<file path="src/rtl/radar_sweep_sequencer_if.sv">
// +-----------------------------------------------------------------------+
// | radar_sweep_sequencer_if                                              |
// | Servo, range-sensor, converter and point-output bundle of the         |
// | radar sweep sequencer.                                                |
// | Rev 1.0                                                               |
// +-----------------------------------------------------------------------+
`default_nettype none

interface radar_sweep_sequencer_if;
  logic              enable;
  logic [3:0]        servo_theta;
  logic              meas_start;
  logic              meas_done;
  logic [7:0]        meas_range;
  logic [11:0]       r_theta;
  logic signed [8:0] conv_x;
  logic signed [8:0] conv_y;
  logic              point_valid;
  logic signed [8:0] point_x;
  logic signed [8:0] point_y;
  logic [3:0]        point_theta;
  logic              point_timeout;
  logic              sweep_done;

  modport master (
    input  enable, meas_done, meas_range, conv_x, conv_y,
    output servo_theta, meas_start, r_theta, point_valid, point_x, point_y,
           point_theta, point_timeout, sweep_done
  );

  modport slave (
    output enable, meas_done, meas_range, conv_x, conv_y,
    input  servo_theta, meas_start, r_theta, point_valid, point_x, point_y,
           point_theta, point_timeout, sweep_done
  );
endinterface

`default_nettype wire

</file>
<file path="src/rtl/radar_sweep_sequencer.sv">
// +-----------------------------------------------------------------------+
// | radar_sweep_sequencer                                                 |
// | Steps the servo through angle codes 0..MAX_THETA, triggers one range  |
// | measurement per angle and registers the converted x/y point.          |
// | Optional macro SWEEP_BOUNCE_EN: ping-pong sweep instead of wrap.      |
// | Rev 1.0                                                               |
// +-----------------------------------------------------------------------+
`default_nettype none

module radar_sweep_sequencer #(
  parameter logic [23:0] SETTLE_CYCLES = 24'd2_700_000,
  parameter logic [23:0] MEAS_TIMEOUT  = 24'd1_620_000,
  parameter logic [3:0]  MAX_THETA     = 4'd12
) (
  input  wire logic               clock,
  input  wire logic               reset,
  radar_sweep_sequencer_if.master bus
);

  typedef enum logic [2:0] {
    ST_IDLE    = 3'd0,
    ST_SETTLE  = 3'd1,
    ST_TRIGGER = 3'd2,
    ST_WAIT    = 3'd3,
    ST_CONVERT = 3'd4,
    ST_CAPTURE = 3'd5,
    ST_NEXT    = 3'd6
  } state_t;

  state_t            state_q, state_d;
  logic [23:0]       cnt_q, cnt_d;
  logic [3:0]        servo_theta_q, servo_theta_d;
  logic [11:0]       r_theta_q, r_theta_d;
  logic              meas_start_q, meas_start_d;
  logic              point_valid_q, point_valid_d;
  logic signed [8:0] point_x_q, point_x_d;
  logic signed [8:0] point_y_q, point_y_d;
  logic [3:0]        point_theta_q, point_theta_d;
  logic              point_timeout_q, point_timeout_d;
  logic              sweep_done_q, sweep_done_d;
`ifdef SWEEP_BOUNCE_EN
  logic              dir_down_q, dir_down_d;
`endif

  always_comb begin
    state_d         = state_q;
    cnt_d           = cnt_q;
    servo_theta_d   = servo_theta_q;
    r_theta_d       = r_theta_q;
    meas_start_d    = 1'b0;
    point_valid_d   = 1'b0;
    point_x_d       = point_x_q;
    point_y_d       = point_y_q;
    point_theta_d   = point_theta_q;
    point_timeout_d = point_timeout_q;
    sweep_done_d    = 1'b0;
`ifdef SWEEP_BOUNCE_EN
    dir_down_d      = dir_down_q;
`endif

    case (state_q)
      ST_IDLE: begin
        if (bus.enable) begin
          state_d = ST_SETTLE;
          cnt_d   = 24'd0;
        end
      end

      ST_SETTLE: begin
        cnt_d = cnt_q + 24'd1;
        if (cnt_q == SETTLE_CYCLES - 24'd1) begin
          state_d      = ST_TRIGGER;
          meas_start_d = 1'b1;
        end
      end

      ST_TRIGGER: begin
        cnt_d   = 24'd0;
        state_d = ST_WAIT;
      end

      ST_WAIT: begin
        if (bus.meas_done) begin
          r_theta_d = {servo_theta_q, bus.meas_range};
          state_d   = ST_CONVERT;
        end else if (cnt_q == MEAS_TIMEOUT - 24'd1) begin
          point_timeout_d = 1'b1;
          state_d         = ST_NEXT;
        end else begin
          cnt_d = cnt_q + 24'd1;
        end
      end

      // Converter output has settled by the end of CONVERT; loading here
      // makes point_* and point_valid appear together during CAPTURE.
      ST_CONVERT: begin
        point_x_d       = bus.conv_x;
        point_y_d       = bus.conv_y;
        point_theta_d   = servo_theta_q;
        point_valid_d   = 1'b1;
        point_timeout_d = 1'b0;
        state_d         = ST_CAPTURE;
      end

      ST_CAPTURE: begin
        state_d = ST_NEXT;
      end

      ST_NEXT: begin
`ifdef SWEEP_BOUNCE_EN
        if (dir_down_q) begin
          if (servo_theta_q == 4'd0) begin
            sweep_done_d  = 1'b1;
            dir_down_d    = 1'b0;
            servo_theta_d = 4'd1;
          end else begin
            servo_theta_d = servo_theta_q - 4'd1;
          end
        end else if (servo_theta_q == MAX_THETA) begin
          sweep_done_d  = 1'b1;
          dir_down_d    = 1'b1;
          servo_theta_d = MAX_THETA - 4'd1;
        end else begin
          servo_theta_d = servo_theta_q + 4'd1;
        end
`else
        if (servo_theta_q == MAX_THETA) begin
          sweep_done_d  = 1'b1;
          servo_theta_d = 4'd0;
        end else begin
          servo_theta_d = servo_theta_q + 4'd1;
        end
`endif
        cnt_d   = 24'd0;
        state_d = bus.enable ? ST_SETTLE : ST_IDLE;
      end

      default: begin
        state_d = ST_IDLE;
      end
    endcase
  end

  always_ff @(posedge clock or posedge reset) begin
    if (reset) begin
      state_q         <= ST_IDLE;
      cnt_q           <= 24'd0;
      servo_theta_q   <= 4'd0;
      r_theta_q       <= 12'd0;
      meas_start_q    <= 1'b0;
      point_valid_q   <= 1'b0;
      point_x_q       <= 9'sd0;
      point_y_q       <= 9'sd0;
      point_theta_q   <= 4'd0;
      point_timeout_q <= 1'b0;
      sweep_done_q    <= 1'b0;
`ifdef SWEEP_BOUNCE_EN
      dir_down_q      <= 1'b0;
`endif
    end else begin
      state_q         <= state_d;
      cnt_q           <= cnt_d;
      servo_theta_q   <= servo_theta_d;
      r_theta_q       <= r_theta_d;
      meas_start_q    <= meas_start_d;
      point_valid_q   <= point_valid_d;
      point_x_q       <= point_x_d;
      point_y_q       <= point_y_d;
      point_theta_q   <= point_theta_d;
      point_timeout_q <= point_timeout_d;
      sweep_done_q    <= sweep_done_d;
`ifdef SWEEP_BOUNCE_EN
      dir_down_q      <= dir_down_d;
`endif
    end
  end

  assign bus.servo_theta   = servo_theta_q;
  assign bus.meas_start    = meas_start_q;
  assign bus.r_theta       = r_theta_q;
  assign bus.point_valid   = point_valid_q;
  assign bus.point_x       = point_x_q;
  assign bus.point_y       = point_y_q;
  assign bus.point_theta   = point_theta_q;
  assign bus.point_timeout = point_timeout_q;
  assign bus.sweep_done    = sweep_done_q;

endmodule

`default_nettype wire

</file>
<file path="src/flat_wrapper.sv">
// flat-port wrapper written by rule: the top's interface ports become plain ports
module radar_sweep_sequencer_flat 
#(
  parameter logic [23:0] SETTLE_CYCLES = 24'd2_700_000,
  parameter logic [23:0] MEAS_TIMEOUT  = 24'd1_620_000,
  parameter logic [3:0]  MAX_THETA     = 4'd12
)
  (clock, reset, bus_enable, bus_meas_done, bus_meas_range, bus_conv_x, bus_conv_y, bus_servo_theta, bus_meas_start, bus_r_theta, bus_point_valid, bus_point_x, bus_point_y, bus_point_theta, bus_point_timeout, bus_sweep_done);
  radar_sweep_sequencer_if bus_i ();
  input  wire logic clock;
  input  wire logic reset;
  input wire logic [$bits(bus_i.enable)-1:0] bus_enable;
  input wire logic [$bits(bus_i.meas_done)-1:0] bus_meas_done;
  input wire logic [$bits(bus_i.meas_range)-1:0] bus_meas_range;
  input wire logic [$bits(bus_i.conv_x)-1:0] bus_conv_x;
  input wire logic [$bits(bus_i.conv_y)-1:0] bus_conv_y;
  output wire logic [$bits(bus_i.servo_theta)-1:0] bus_servo_theta;
  output wire logic [$bits(bus_i.meas_start)-1:0] bus_meas_start;
  output wire logic [$bits(bus_i.r_theta)-1:0] bus_r_theta;
  output wire logic [$bits(bus_i.point_valid)-1:0] bus_point_valid;
  output wire logic [$bits(bus_i.point_x)-1:0] bus_point_x;
  output wire logic [$bits(bus_i.point_y)-1:0] bus_point_y;
  output wire logic [$bits(bus_i.point_theta)-1:0] bus_point_theta;
  output wire logic [$bits(bus_i.point_timeout)-1:0] bus_point_timeout;
  output wire logic [$bits(bus_i.sweep_done)-1:0] bus_sweep_done;
  assign bus_i.enable = bus_enable;
  assign bus_i.meas_done = bus_meas_done;
  assign bus_i.meas_range = bus_meas_range;
  assign bus_i.conv_x = bus_conv_x;
  assign bus_i.conv_y = bus_conv_y;
  assign bus_servo_theta = bus_i.servo_theta;
  assign bus_meas_start = bus_i.meas_start;
  assign bus_r_theta = bus_i.r_theta;
  assign bus_point_valid = bus_i.point_valid;
  assign bus_point_x = bus_i.point_x;
  assign bus_point_y = bus_i.point_y;
  assign bus_point_theta = bus_i.point_theta;
  assign bus_point_timeout = bus_i.point_timeout;
  assign bus_sweep_done = bus_i.sweep_done;
  radar_sweep_sequencer #(.SETTLE_CYCLES(SETTLE_CYCLES), .MEAS_TIMEOUT(MEAS_TIMEOUT), .MAX_THETA(MAX_THETA)) u_core (.clock(clock), .reset(reset), .bus(bus_i));
endmodule
</file>
<file path="config.mk">
export PLATFORM = sky130hd
export DESIGN_NAME = radar_sweep_sequencer_flat
export DESIGN_NICKNAME = d
export VERILOG_FILES = /design/src/rtl/radar_sweep_sequencer_if.sv /design/src/rtl/radar_sweep_sequencer.sv /design/src/flat_wrapper.sv
export SDC_FILE = /design/constraint.sdc
export NUM_CORES = 1
export LEC_CHECK = 0
export ABC_CLOCK_PERIOD_IN_PS = 3100
export BUFFER_PORTS_ARGS = -buffer_cell sky130_fd_sc_hd__clkbuf_2
export CORE_MARGIN = 1
export CORE_UTILIZATION = 54
export CTS_CLUSTER_SIZE = 20
export DETAILED_ROUTE_END_ITERATION = 12
export GPL_TIMING_DRIVEN = 1
export MAX_ROUTING_LAYER = met4
export PLACE_DENSITY = 0.8
export SLEW_MARGIN = 20
export SYNTH_ARGS = -nofsm -noshare
export SYNTH_HDL_FRONTEND = slang
export SYNTH_SLANG_ARGS = --single-unit
</file>
<file path="constraint.sdc">
create_clock -name clock -period 3.1 [get_ports clock]
set_input_delay 0.31 -clock clock [delete_from_list [all_inputs] [get_ports clock]]
set_output_delay 0.31 -clock clock [all_outputs]
set_load 0.005 [all_outputs]
</file>
# == Word-level counts from Yosys, hierarchy flattened ==
# Index checks and enable logic that the tools add are counted.
# op_classes
add_sub_neg,2
eq_ne,15
mux,19
n_reduce_logical,8
# op_table
op,n
24-bit case mux with 4 select lines,1
24-bit two-way mux,3
24-bit by 1-bit adder with 24-bit output (second input constant),1
24-bit by 21-bit equality test with 1-bit output (second input constant),1
24-bit by 22-bit equality test with 1-bit output (second input constant),1
3-bit case mux with 7 select lines,1
3-bit two-way mux,4
3-bit equality test (second input constant),3
1-bit two-way mux,8
3-bit by 2-bit equality test with 1-bit output (second input constant),2
2-bit inequality test (second input constant),3
3-bit AND reduction,2
4-bit by 1-bit adder with 4-bit output (second input constant),1
4-bit equality test (second input constant),1
4-bit two-way mux,1
2-bit by 1-bit inequality test with 1-bit output (second input constant),2
4-bit AND reduction,1
4-bit nonzero test,1
3-bit by 1-bit equality test with 1-bit output (second input constant),1
3-bit logical NOT,1
3-bit by 2-bit inequality test with 1-bit output (second input constant),1
1-bit case mux with 2 select lines,1
2-bit AND reduction,1
2-bit nonzero test,1
2-bit OR reduction,1
# totals
regBits,69
inputBits,30
wordCells,55

# == Longest topological paths before layout ==
# logic_depth
depth_word,4
ltp_mapped,8

# == Worst setup path before layout ==
# Ideal clock, no wire load.
# synth_timing
path_kind,reg2reg
start,register u_core.cnt_q[18]
end,register u_core.state_q[0]
setup_time_ns,0.126
t_arrival_ns,2.386
t_required_ns,2.974
path_slack_ns,0.588
stages_incl_launch_ff,6
synth_period_minus_slack_ns,2.512
path_cell_list,dfrtp_1 -> or4_1 -> or4_4 -> buf_6 -> or4_4 -> a221o_1
# synth_via
elab_chain_cells,3
elab_cells_between_ends,5
cone_classes,eq/ne: 4; reduce/logical: 1
# synth_lines
element,line_no,text
start: declaration,radar_sweep_sequencer.sv:31,"logic [23:0] cnt_q, cnt_d;"
start signal: assignment,radar_sweep_sequencer.sv:162,cnt_q <= cnt_d;
24-bit by 21-bit equality test with 1-bit output or 24-bit by 22-bit equality test with 1-bit output (tied branches),"radar_sweep_sequencer.sv:86, radar_sweep_sequencer.sv:71",
3-bit by 2-bit inequality test with 1-bit output (no line) or 2-bit by 1-bit inequality test with 1-bit output (tied branches),n/a,
3-bit AND reduction (no line) *,n/a,
end signal: assignment,radar_sweep_sequencer.sv:161,state_q <= state_d;
end: declaration,radar_sweep_sequencer.sv:30,"state_t state_q, state_d;"
# Mark *: on every way between the ends. The rest lies on a longest branch, timed or not.
# A chain may end at the register's enable or synchronous reset.

# == Worst setup path in the final report ==
# layout_timing
start,register u_core.cnt_q[18]
end,register u_core.cnt_q[16]
# layout_via
elab_chain_cells,3
# layout_lines
element,line_no,text
24-bit by 21-bit equality test with 1-bit output,radar_sweep_sequencer.sv:86,end else if (cnt_q == MEAS_TIMEOUT - 24'd1) begin
2-bit inequality test (no line),n/a,
4-bit AND reduction (no line),n/a,
# No other way between the ends.

==> impl_results.md <==
* Status: completed
* Fin crit period at 2.699 ns
* Total net switching power at between 0.5 and 0.6 mW
* Clock skew at 0.01558 ns
* Initial core utilization at 0.5726
* Placed Area at 3681 um^2
* Number of core rows at 27
* Routed Antenna Nets at 0
* Pin count of the biggest net entering global routing at 70
* Total congestion overflow at 0
* Cell with the most instances after synthesis: dfrtp_1
* Req. time, crit path at about 3.3 ns
* Part of the total power dissipated in sequential elements at 0.490
* Transition at the pin with the smallest max-transition slack at ~0.86 ns
* Peak VDD IR at 299.7 uV
* Number of global-route vias before repair at roughly 2.5k
* Number of nets in the final layout at a little under 400
* Clock network fraction of design power at 0.423
* Number of flip-flops and latches in the synthesized netlist at 69
* Fmax at approximately 0.37 GHz
* DRC violations left at 0
* Critical-path top delay cell: or4_4
* Number of distinct library cell variants in the gate-level netlist after synthesis at between 40 and 50
* Worst relative slew slack at 0.4282
* Height of the chip at 79.35 um
* Area enclosed by the die boundary at between 6000 and 7000 um^2
* Count of port buffers added during placement at between 70 and 80
* Maximum buffer depth of the clock tree at 2
* Final TNS setup at 0 ns
* Number of hold-slack violations in the final timing report at 0
* Die X-Extent at slightly below 80 um
* CTS Sinks at 69
* Setup ws final at 0.4011 ns
* Post-synth design cell area at 3231 um^2
* Slew Viols, Final at 0
* CTS tree: built
* EDFF count, synth at 0
* Wire length after detailed routing at 7051 um
* H-tree levels at 3
* CTS buffer count at 9
* Design Power at approximately 2.0 mW
* Synth Flop Type: dfrtp_1
* Critical-path cell list: or4_1 -> or4_4 -> o21a_1 -> and3_1 -> a211o_1
* Yosys warnings at 0
* Synthesized Nets at ~320
* Max stage delay on crit path at approximately 0.57 ns
* Type of the worst setup path: register to register
* Post-Syn Area per Cell at roughly 11 um^2
* Post-synthesis instance total at around 290
* Total instance count after detailed placement at 426
* Routed wirelength normalized by instance count at about 16 um
* Number of antenna repair diodes at 0
* Setup crit start kind: register
* Final cell count without fillers at between 400 and 500
* Worst min-delay path category: input pin to register
* Crit share post-route at 0.8706
* Top-area cell type share of the netlist area at 0.5345
* Arrival time reported for the critical path endpoint at approximately 2.9 ns
* Wire length of the first global-routing pass at 11600 um
* Commonest cells in the synthesized netlist: dfrtp_1 (69), mux2_2 (33), nand2_1 (19)
* CTS root buffer: clkbuf_8
* RSZ-0062 raised after global routing: no
* Worst setup EP type: register
* Antenna violations before repair at 0
* Post-CTS Hold Buffers at 0
* Cells resized by post-CTS repair at 0
* Post-synth top area cell: dfrtp_1
* Via/cell ratio at roughly 6.0
* Dominant cells by area after synthesis: dfrtp_1 (53%), mux2_2 (12%), a211o_1 (4.3%)
* Total core area at approximately 5600 um^2
* Worst-path clk slew at about 0.090 ns
* Async SR Flop Fraction at 1.000
* Power per cell area at between 500 and 600 nW/um^2
* Fraction of power consumed by combinational cells at 0.087
* Filler Cells Inserted at approximately 430
* Minimum hold slack at around 0.18 ns
* Postcts setup bufs at 0
* Total routing usage reported by global routing at 0.2487
* Worst-path fanout max at 21
* Overall via count from detail_route at 2630
* Setup Viol. Count Final at 0
* Max-cap check violation count at 0
* Clock latency of the later-clocked register in the worst-skew pair at 0.36 ns
* Switching share of total power at 0.2591
* Gp weighted congestion at about 0.89
* Static power due to leakage at 2.165 nW
* Post-layout utilization of the core at 0.6935
* Post-detail-place hpwl at between 4000 and 5000 um
* Fraction of final layout cells with drive strength greater than 1 at 0.3595
* Internal Dissipation at roughly 1.5 mW
* Top-Level Pins at between 70 and 80
* Sequential fraction of the synthesis area at 0.5345
* First-pass iteration count of the detailed router at 6
* DRC violation total after the first TritonRoute iteration at around 190
* Layout overhead on the synthesized area at 21.11%
* Area of all placed cells without fillers at 3913 um^2
* Setup WS pre-CTS at between 0.4 and 0.5 ns
-- kinds of logic (layout without fill, tap and decap cells) --
| group | count (synthesis) | in the layout | share of synthesized area |
|---|---|---|---|
| compound gates | 53 | 53 | 0.1224 |
| xor+xnor | 3 | 3 | 0.008135 |
| fa+ha+maj | 3 | 3 | 0.01162 |
| buf+inv | 22 | 103 | 0.02982 |
| flops | 69 | 69 | 0.5345 |
| mux | 33 | 33 | 0.1150 |
| simple gates | 106 | 106 | 0.1785 |
-- placed cells by master, fill, tap and decap left out, types with 2 or more instances in the layout --
cell type and instances:
clkbuf_2 71, dfrtp_1 69, mux2_2 33, nand2_1 19, and3_1 17, nor3_1 16, a211o_1 16, nand4_1 12
o21ai_0 11, nor2_1 10, clkbuf_8 10, nand3_1 9, inv_1 8, a21oi_1 7, buf_4 6, nor4_1 5
a21o_1 5, or3_1 5, a22o_1 3, ha_1 3, nand2b_1 2, or4_4 2, xnor2_1 2, o211a_1 2
a221o_1 2, bufinv_16 2, inv_6 2
-- sequential cells by signal (all words and copies together) (netlist names) --
signal,flops
u_core.cnt_q,24
u_core.bus.r_theta,12
u_core.bus.point_x,9
u_core.bus.point_y,9
u_core.bus.point_theta,4
u_core.bus.servo_theta,4
u_core.state_q,3
u_core.bus.meas_start,1
u_core.bus.point_timeout,1
u_core.bus.point_valid,1
u_core.bus.sweep_done,1
-- power groups by stage --
| stage | clock, mW | sequential (mW) | combinational (mW) |
|---|---|---|---|
| finish | 0.857 | 0.993 | 0.177 |
| global route | 0.901 | 1.00 | 0.199 |
| CTS | 0.860 | 0.991 | 0.179 |
| detailed placement | 0 | 1.01 | 0.177 |
| global placement | 0 | 1.01 | 0.171 |
| floorplan | 0 | 0.994 | 0.129 |
-- metal layers --
metal / up-vias / share of wire / global-route usage
met2: 85 / 0.50 / 0.3819
met4: 0 / 0.014 / 0.09091
met3: 10 / 0.050 / 0.05287
met5: - / 0 / -
met1: 1305 / 0.44 / 0.3270
li1: 1230 / - / -
-- final timing paths --
check	end	cells after the start	slack (ns)	from
setup / recovery	u_core.cnt_q[16]	5	0.40	u_core.cnt_q[18]
hold / removal	u_core.bus.point_x[8]	2	0.18	bus_conv_x[8]
setup reg to reg	u_core.cnt_q[16]	5	0.40	u_core.cnt_q[18]
hold reg to reg	u_core.bus.r_theta[9]	2	0.50	u_core.bus.r_theta[9]
max in group asynchronous	u_core.cnt_q[0]	3	2.36	reset
min in group asynchronous	u_core.bus.point_theta[2]	3	0.19	reset
-- worst max-delay path: cells and delay by family, from the launching register on --
kind	cells	cell delay (ns)
AND/OR/NAND/NOR	3	1.41
flip-flops	1	0.46
AO/OA/AOI/OAI	2	0.71
-- final cells by class --
class	instances	area, um^2	area share
inverters	9	33.78	0.008634
clock inverters	6	93.84	0.02398
repair buffers	78	420.4	0.1075
well taps	72	90.09	0.02303
multi-input cells	198	1410	0.3604
clock buffers	10	137.6	0.03518
flip-flops and latches	69	1727	0.4413
Power figures use the tool's default switching activity.
